[src/rtl/key_sw_device_pkg.sv]
// ============================================================================
// Module      : key_sw_device_pkg
// Description : Shared address map, status-bit positions and status-word
//               helpers for the KEY/SW memory-mapped input responder.
// Revision    : 1.0 - initial release
// ============================================================================
`default_nettype none

package key_sw_device_pkg;

    localparam logic [31:0] ADDR_KEY   = 32'hF000_0010;
    localparam logic [31:0] ADDR_SW    = 32'hF000_0014;
    localparam logic [31:0] ADDR_KCTRL = 32'hF000_0110;
    localparam logic [31:0] ADDR_SCTRL = 32'hF000_0114;

    localparam int RDY_BIT = 0;
    localparam int OVR_BIT = 2;
    localparam int IE_BIT  = 8;

    typedef struct packed {
        logic ie;
        logic ovr;
        logic rdy;
    } status_t;

    function automatic logic [31:0] statusWord(input status_t s);
        logic [31:0] w;
        w          = '0;
        w[RDY_BIT] = s.rdy;
        w[OVR_BIT] = s.ovr;
        w[IE_BIT]  = s.ie;
        return w;
    endfunction

    // Commit is applied last so its RDY/OVR set beats a same-cycle read or clear.
    function automatic status_t statusNext(
        input status_t cur,
        input logic    commitIn,
        input logic    dataRd,
        input logic    ctrlWr,
        input logic    keepOvr,
        input logic    ieIn
    );
        status_t n;
        n = cur;
        if (ctrlWr) begin
            n.ie = ieIn;
            if (!keepOvr) n.ovr = 1'b0;
        end
        if (dataRd) n.rdy = 1'b0;
        if (commitIn) begin
            n.rdy = 1'b1;
            if (cur.rdy && !dataRd) n.ovr = 1'b1;
        end
        return n;
    endfunction

endpackage

`default_nettype wire

[src/rtl/key_sw_device_input_debouncer.sv]
// ============================================================================
// Module      : input_debouncer
// Description : 2-flop synchronizer plus optional stability counter; emits the
//               committed vector and a one-cycle commit pulse.
//               Macro KEYSW_DEBOUNCE_EN enables the counter.
// Revision    : 1.0 - initial release
// ============================================================================
`default_nettype none

module input_debouncer #(
    parameter int               WIDTH           = 4,
    parameter int               DEBOUNCE_CYCLES = 100000,
    parameter int               CNT_BITS        = 17,
    parameter logic [WIDTH-1:0] RESET_VAL       = '0
) (
    input  logic             clk,
    input  logic             reset,
    input  logic [WIDTH-1:0] pinIn,
    output logic [WIDTH-1:0] dataOut,
    output logic             commit
);

    logic [WIDTH-1:0] r_sync1;
    logic [WIDTH-1:0] r_sync2;
    logic [WIDTH-1:0] r_data;
    logic             w_diff;

    assign w_diff  = (r_sync2 != r_data);
    assign dataOut = r_data;

    always_ff @(posedge clk) begin
        if (reset) begin
            r_sync1 <= RESET_VAL;
            r_sync2 <= RESET_VAL;
            r_data  <= RESET_VAL;
        end else begin
            r_sync1 <= pinIn;
            r_sync2 <= r_sync1;
            if (commit) r_data <= r_sync2;
        end
    end

`ifdef KEYSW_DEBOUNCE_EN
    logic [WIDTH-1:0]    r_last;
    logic [CNT_BITS-1:0] r_cnt;
    logic                w_stable;
    logic                w_done;

    // Counts cycles the synchronized vector has held still while differing
    // from the committed value; any movement of the vector restarts it.
    assign w_stable = (r_sync2 == r_last);
    assign w_done   = (r_cnt == CNT_BITS'(DEBOUNCE_CYCLES - 1));
    assign commit   = w_diff & w_stable & w_done;

    always_ff @(posedge clk) begin
        if (reset) begin
            r_last <= RESET_VAL;
            r_cnt  <= '0;
        end else begin
            r_last <= r_sync2;
            if (!w_diff || !w_stable || w_done) r_cnt <= '0;
            else                                r_cnt <= r_cnt + 1'b1;
        end
    end
`else
    localparam int c_unusedCfg = DEBOUNCE_CYCLES + CNT_BITS;

    assign commit = w_diff;
`endif

endmodule

`default_nettype wire

[src/rtl/key_sw_device.sv]
// ============================================================================
// Module      : key_sw_device
// Description : Memory-mapped KEY/SW responder: address decode, sticky
//               RDY/OVR/IE status, load mux and level interrupt.
//               Macro KEYSW_DEBOUNCE_EN selects debounced commits.
// Revision    : 1.0 - initial release
// ============================================================================
`default_nettype none

module key_sw_device
    import key_sw_device_pkg::*;
#(
    parameter int DBITS           = 32,
    parameter int DEBOUNCE_CYCLES = 100000,
    parameter int CNT_BITS        = 17
) (
    input  logic             clk,
    input  logic             reset,
    input  logic [DBITS-1:0] addr,
    input  logic             rdEn,
    input  logic             wrEn,
    input  logic [DBITS-1:0] dataIn,
    output logic [DBITS-1:0] dataOut,
    input  logic [3:0]       KEY,
    input  logic [9:0]       SW,
    output logic             intr
);

    logic [3:0] w_kData;
    logic [9:0] w_sData;
    logic       w_kCommit;
    logic       w_sCommit;

    input_debouncer #(
        .WIDTH           (4),
        .DEBOUNCE_CYCLES (DEBOUNCE_CYCLES),
        .CNT_BITS        (CNT_BITS),
        .RESET_VAL       (4'hF)
    ) u_keyDeb (
        .clk     (clk),
        .reset   (reset),
        .pinIn   (KEY),
        .dataOut (w_kData),
        .commit  (w_kCommit)
    );

    input_debouncer #(
        .WIDTH           (10),
        .DEBOUNCE_CYCLES (DEBOUNCE_CYCLES),
        .CNT_BITS        (CNT_BITS),
        .RESET_VAL       (10'h000)
    ) u_swDeb (
        .clk     (clk),
        .reset   (reset),
        .pinIn   (SW),
        .dataOut (w_sData),
        .commit  (w_sCommit)
    );

    logic w_selKData, w_selSData, w_selKCtrl, w_selSCtrl;
    logic w_kDataRd, w_sDataRd, w_kCtrlWr, w_sCtrlWr;
    logic w_unusedDataIn;

    assign w_selKData = (addr == DBITS'(ADDR_KEY));
    assign w_selSData = (addr == DBITS'(ADDR_SW));
    assign w_selKCtrl = (addr == DBITS'(ADDR_KCTRL));
    assign w_selSCtrl = (addr == DBITS'(ADDR_SCTRL));

    // A simultaneous load wins; the store is dropped.
    assign w_kDataRd = rdEn & w_selKData;
    assign w_sDataRd = rdEn & w_selSData;
    assign w_kCtrlWr = wrEn & ~rdEn & w_selKCtrl;
    assign w_sCtrlWr = wrEn & ~rdEn & w_selSCtrl;

    assign w_unusedDataIn = ^{dataIn[DBITS-1:IE_BIT+1], dataIn[IE_BIT-1:OVR_BIT+1],
                              dataIn[OVR_BIT-1:0]};

    status_t r_kStat;
    status_t r_sStat;
    logic    r_intr;

    always_ff @(posedge clk) begin
        if (reset) begin
            r_kStat <= '0;
            r_sStat <= '0;
            r_intr  <= 1'b0;
        end else begin
            r_kStat <= statusNext(r_kStat, w_kCommit, w_kDataRd, w_kCtrlWr,
                                  dataIn[OVR_BIT], dataIn[IE_BIT]);
            r_sStat <= statusNext(r_sStat, w_sCommit, w_sDataRd, w_sCtrlWr,
                                  dataIn[OVR_BIT], dataIn[IE_BIT]);
            r_intr  <= (r_kStat.ie & r_kStat.rdy) | (r_sStat.ie & r_sStat.rdy);
        end
    end

    assign intr = r_intr;

    always_comb begin
        dataOut = '0;
        if (w_selKData)      dataOut = DBITS'(w_kData);
        else if (w_selSData) dataOut = DBITS'(w_sData);
        else if (w_selKCtrl) dataOut = DBITS'(statusWord(r_kStat));
        else if (w_selSCtrl) dataOut = DBITS'(statusWord(r_sStat));
    end

endmodule

`default_nettype wire

[config.mk]
export PLATFORM = sky130hd
export DESIGN_NAME = key_sw_device
export DESIGN_NICKNAME = d
export VERILOG_FILES = /design/src/rtl/key_sw_device_pkg.sv /design/src/rtl/key_sw_device_input_debouncer.sv /design/src/rtl/key_sw_device.sv
export SDC_FILE = /design/constraint.sdc
export NUM_CORES = 1
export LEC_CHECK = 0
export CORE_MARGIN = 10
export CORE_UTILIZATION = 34
export CTS_CLUSTER_DIAMETER = 50
export DETAILED_ROUTE_END_ITERATION = 10
export PLACE_DENSITY = 0.76
export SLEW_MARGIN = 10
export SYNTH_ARGS = -nofsm -noshare
export SYNTH_HDL_FRONTEND = slang
export SYNTH_HIERARCHICAL = 1
export SYNTH_SLANG_ARGS = --single-unit
[constraint.sdc]
create_clock -name clk -period 1.45 [get_ports clk]
set_input_delay 0.29 -clock clk [delete_from_list [all_inputs] [get_ports clk]]
set_output_delay 0.29 -clock clk [all_outputs]
set_load 0.02 [all_outputs]
# Word level (Yosys, flattened, before mapping)

Index checks and enable logic that the tools add are counted.

Output and inout bits: 33
Register bits: 49
Input port bits: 82
Memory bits (read-only): 0
Bits in writable memories: 0
Word-level logic and storage cells: 48
Memories: 0
Latch bits: 0

Equal/unequal tests: 6
Reduce and logical (&&, ||, !) cells: 6
Bitwise logic cells: 9
Magnitude comparators: 0
Multiplexer cells: 14
$mul: 0
Shift operators: 0
Divide/modulo/power cells: 0
Add/sub/neg operators: 0

Operator list:

| kind                                         | count |
|---|---|
| equality test 32 bit (second input constant) | 4 |
| 2-to-1 mux 10 bit                            | 2 |
| 2-to-1 mux 9 bit                             | 2 |
| inequality test 10 bit                       | 1 |
| 2-to-1 mux 1 bit                             | 8 |
| bitwise AND 1 bit                            | 7 |
| 2-to-1 mux 2 bit                             | 2 |
| inequality test 4 bit                        | 1 |
| nonzero test 2 bit                           | 2 |
| logical AND 1 bit                            | 2 |
| zero test 1 bit                              | 2 |
| NOT 1 bit                                    | 1 |
| OR 1 bit                                     | 1 |

# Depth between registers and ports, before layout

Depth in word-level cells: 6
Depth in mapped cells: 6
Mapped depth without buffers: 5

# Hierarchy

The synthesis kept the hierarchy.

Modules (own cells, without submodules):

| module                     | seq. area each (sq um) | area an instance (sq um) | cells an instance | times used |
|---|---|---|---|---|
| input_debouncer (u_swDeb)  | 600.6                  | 905.9                    | 76                | 1 |
| key_sw_device              | 140.1                  | 739.5                    | 93                | 1 |
| input_debouncer (u_keyDeb) | 240.2                  | 367.9                    | 30                | 1 |

# Worst setup path before layout

OpenSTA, ideal clock, no wires.

Path type: input-to-output
From: in addr[21]
To: out dataOut[1]
Stages: 5
Buffers on the path: 1
Arrival time: 1.540 ns
Required time: 1.160 ns
Path slack: -0.380 ns
Path through: nor4_2 > nand4_1 > or2_0 > buf_2 > nor3_1

Longest elaborated chain between the ends: 4
Elaborated cells between the ends (all ways): 6
Those cells by class: eq/ne (3); mux (3)

Ends and longest elaborated chain:

| item                  | RTL line             | RTL |
|---|---|---|
| start: declaration    | key_sw_device.sv:19  | `input logic [DBITS-1:0] addr,` |
| equality test 32 bit  | key_sw_device.sv:66  | `assign w_selKCtrl = (addr == DBITS'(ADDR_KCTRL));` |
| 2-to-1 mux 9 bit      | key_sw_device.sv:102 | `else if (w_selKCtrl) dataOut = DBITS'(statusWord(r_kStat));` |
| 2-to-1 mux 10 bit     | key_sw_device.sv:101 | `else if (w_selSData) dataOut = DBITS'(w_sData);` |
| 2-to-1 mux 10 bit (*) | key_sw_device.sv:100 | `if (w_selKData) dataOut = DBITS'(w_kData);` |
| end: declaration      | key_sw_device.sv:23  | `output logic [DBITS-1:0] dataOut,` |

Every way passes the cells marked *; elsewhere a longest branch is shown, timed or not.

# Final worst setup path

From: in addr[3]
To: out dataOut[1]

The elaborated chain is that of the path after synthesis.

==> reports/qor.yml <==
route.vias.total: 1554
cts_tree: "built"
failed_checks: "setup timing"
dieWidth_um: 96.95
p_comb_share_pct: 13.8
grt_pass1_wl_um: 8079
layout.nets: 374
fill_cells: 518
core_um2: 5642
n_antenna_cell: 0
synthesis.area_um2: 2013
yosysSeqAreaShare_pct: 48.73
seqCellArea_um2: 980.9
yosysWarnings: 6
stdcell_count: 365
syn_avg_cell_area_um2: 10.12
path_cells: "buf_6 -> nor4_4 -> nand4_1 -> or2_1 -> buf_6 -> nor3_4 -> buf_6"
fin_crit_ns: 1.842
p_leak_nw: 1.368
maxSlewViolCount: 0
drt_first_iter_violations: 58
cp_top_family: "simple AND/OR/NAND/NOR gates"
fmax_ghz: 0.5430
synth_compound_area_share_pct: 4.226
numCtsBuffers: 5
grt_max_degree: 19
hold_class: "flop to flop"
cts.sinks: 49
setup-violations-final: 16
clockBufferDepth: 2
cp_data_arrival_time_ns: 1.55
detail-route-antenna-nets: 0
status: "complete, but fails checks"
p_switching_mw: 0.6475
gp_congestion: 0.8080
hold_slack_ns: 0.4112
post-place-cells: 354
fin_util_pct: 55.36
crit_fanout: 4
sequentialPowerShare_pct: 48.2
criticalPathCategory: "input port to output port"
grt_pass1_vias: 1627
fp.dieH_um: 96.95
critPathBufInv: 3
rows: 27
synth_seq_cells: 49
critPathCaptureType: "output port"
fin_worst_skew_ns: 0.002654
track_usage_pct: 10.14
multi_input_area_um2: 1046
power_density_nw_per_um2: 953.0
internal-power_mw: 2.329
root_buffer: "clkbuf_8"
start_util_pct: 35.68
synth_fa_ha_area_share_pct: 0
synth_simple_gate_area_share_pct: 25.73
drv_cap: 0
required_ns: 1.16
synthToLayoutAreaGrowth_pct: 55.13
route.detailed.vias_per_inst: 4.258
cp_slowest_cell: "or2_1"
finalHoldViolCount: 0
critical-path-max-stage-delay_ns: 0.28
rsz0062_at_grt: "true"
htreeDepth: 2
drt-total-wl_um: 4878
clkPwrFrac_pct: 38.0
crit_top_cell: "buf_6"
clk_latency_ns: 0.29
crit_path_start_kind: "input port"
dp_hpwl_um: 3905
synthMuxAreaShare_pct: 3.791
finalCritPeriodShare_pct: 127.0
swShare_pct: 21.75
overflow: 0
setup_ws_ns: -0.3918
synthCells: 199
irDropWorstVdd_uv: 669.8
antenna_found_initial: 0
drive_above_1_share_pct: 34.47
synth_top_family_by_area: "simple AND/OR/NAND/NOR gates"
die_area_um2: 9399
wire_per_inst_um: 13.36
ioPinCount: 115
portBuffers: 62
clkTransAtPathRegs_ns: 0.09
drc: 0
ys_types: 38
tns_ns: -4.017
firstDrtPassIters: 4
synth-xor-area-share_pct: 6.091
ctsHoldBuffers: 0
synthesized netlist by cell type:
cell	number	share of area (%)
dfxtp_1	49	49
nor2b_1	33	10
buf_4	22	8.2
or2_1	10	3.1
xor2_1	8	3.5
and3_1	6	1.9
clkbuf_1	6	1.1
inv_1	6	1.1
xnor2_1	6	2.6
nand4_1	5	1.6
nor2_1	5	0.93
nor4_1	4	1.2
and2_1	3	0.93
nand2_1	3	0.56
nor3_1	3	0.75
nor4_2	3	1.9
a21oi_1	2	0.50
mux2i_1	2	0.99
mux4_2	2	2.2
o21ai_0	2	0.50
or2_2	2	0.62
a21o_1	1	0.37
a22o_1	1	0.44
a22oi_1	1	0.37
a311o_1	1	0.50
a311oi_1	1	0.44
and4_1	1	0.44
buf_2	1	0.25
buf_6	1	0.56
conb_1	1	0.19
mux2_2	1	0.56
nand3_1	1	0.25
nor4b_2	1	0.75
o211ai_1	1	0.37
o22ai_1	1	0.31
o41ai_1	1	0.44
or2_0	1	0.31
or3_1	1	0.31
kinds of logic (layout without fill, tap and decap cells):
| logic type | Yosys count | in the layout |
|---|---|---|
| simple gates | 82 | 82 |
| flops | 49 | 49 |
| buf+inv | 36 | 109 |
| xor+xnor | 14 | 14 |
| compound gates | 12 | 12 |
| mux | 5 | 5 |
| other cells | 1 | 22 |
power groups by stage:
stage	clock network (mW)	registers [mW]	logic (mW)
finish	1.13	1.43	0.411
global route	1.22	1.44	0.450
CTS	1.16	1.44	0.403
detailed placement	0	1.47	0.416
global placement	0	1.46	0.409
floorplan	0	1.46	0.237
registers in the layout (all words and copies together) (netlist names):
register,cells
u_keyDeb/dataOut,4
r_sStat,3
u_swDeb/r_sync1,10
r_kStat,3
u_swDeb/dataOut,10
intr,1
u_swDeb/r_sync2,10
u_keyDeb/r_sync1,4
u_keyDeb/r_sync2,4
cell type report:
class / count / area share [%]
Sequential cell: 49 / 31.41
Clock inverter: 3 / 2.204
Inverter: 6 / 0.7212
Tap cell: 72 / 2.885
Timing Repair Buffer: 95 / 27.08
Multi-Input combinational cell: 135 / 33.49
Clock buffer: 5 / 2.204
what timing repair did:
item / 4_1_cts / 5_1_grt
endpoints found under the setup margin: 17 / 16
buffers inserted: 1 / 2
pin swaps: 18 / 8
resized for setup: 171 / 13
cells in the final DEF (no fill, tap or decap), drive strengths merged, types with 3 or more instances in the layout:
master / n
clkdlybuf4s50: 19
dfxtp: 49
and3: 6
nor4: 7
nand2: 3
clkbuf: 6
nor2: 5
and2: 3
xor2: 8
or2: 13
buf: 62
inv: 7
nor3: 3
conb: 22
clkdlybuf4s15: 8
xnor2: 6
nor2b: 33
nand4: 5
dlygate4sd2: 4
worst paths after layout:
kind,from,endpoint,slack (ns),cells after the start
worst min register to register,u_keyDeb/r_sync1[1],u_keyDeb/r_sync2[1],0.41,1
worst max-delay path,addr[3],dataOut[1],-0.39,7
worst max register to register,u_swDeb/dataOut[0],r_sStat[1],0,5
worst min-delay path,u_keyDeb/r_sync1[1],u_keyDeb/r_sync2[1],0.41,1
metrics by stage:
step | total power, mW | instance area [um^2] | setup slack, ns
floorplan | 1.699 | 2200 | -0.1404
global placement | 1.874 | 2925 | -1.199
detailed placement | 1.883 | 2925 | -1.260
CTS | 2.997 | 3057 | -0.4540
global route | 3.114 | 3123 | -0.4986
finish | 2.976 | 3123 | -0.3918
worst reg2reg max path: cells and delay by family (launching register included):
family                 cells  cell delay [ns]
XOR/XNOR                   1             0.15
buffers and inverters      1             0.14
flip-flops                 1             0.34
AO/OA/AOI/OAI              1             0.25
AND/OR/NAND/NOR            2             0.48
per-layer routing:
| metal | routed length [um] | vias to the layer above | track usage (%) | part of all wire (%) |
|---|---|---|---|---|
| met2 | 2261 | 65 | 16.62 | 46 |
| met3 | 245 | 4 | 3.123 | 5.0 |
| met4 | 48 | 0 | 2.368 | 0.98 |
| met5 | 0 | - | 0 | 0 |
| li1 | - | 801 | - | - |
| met1 | 2322 | 684 | 12.62 | 48 |
Power figures use the tool's default switching activity.
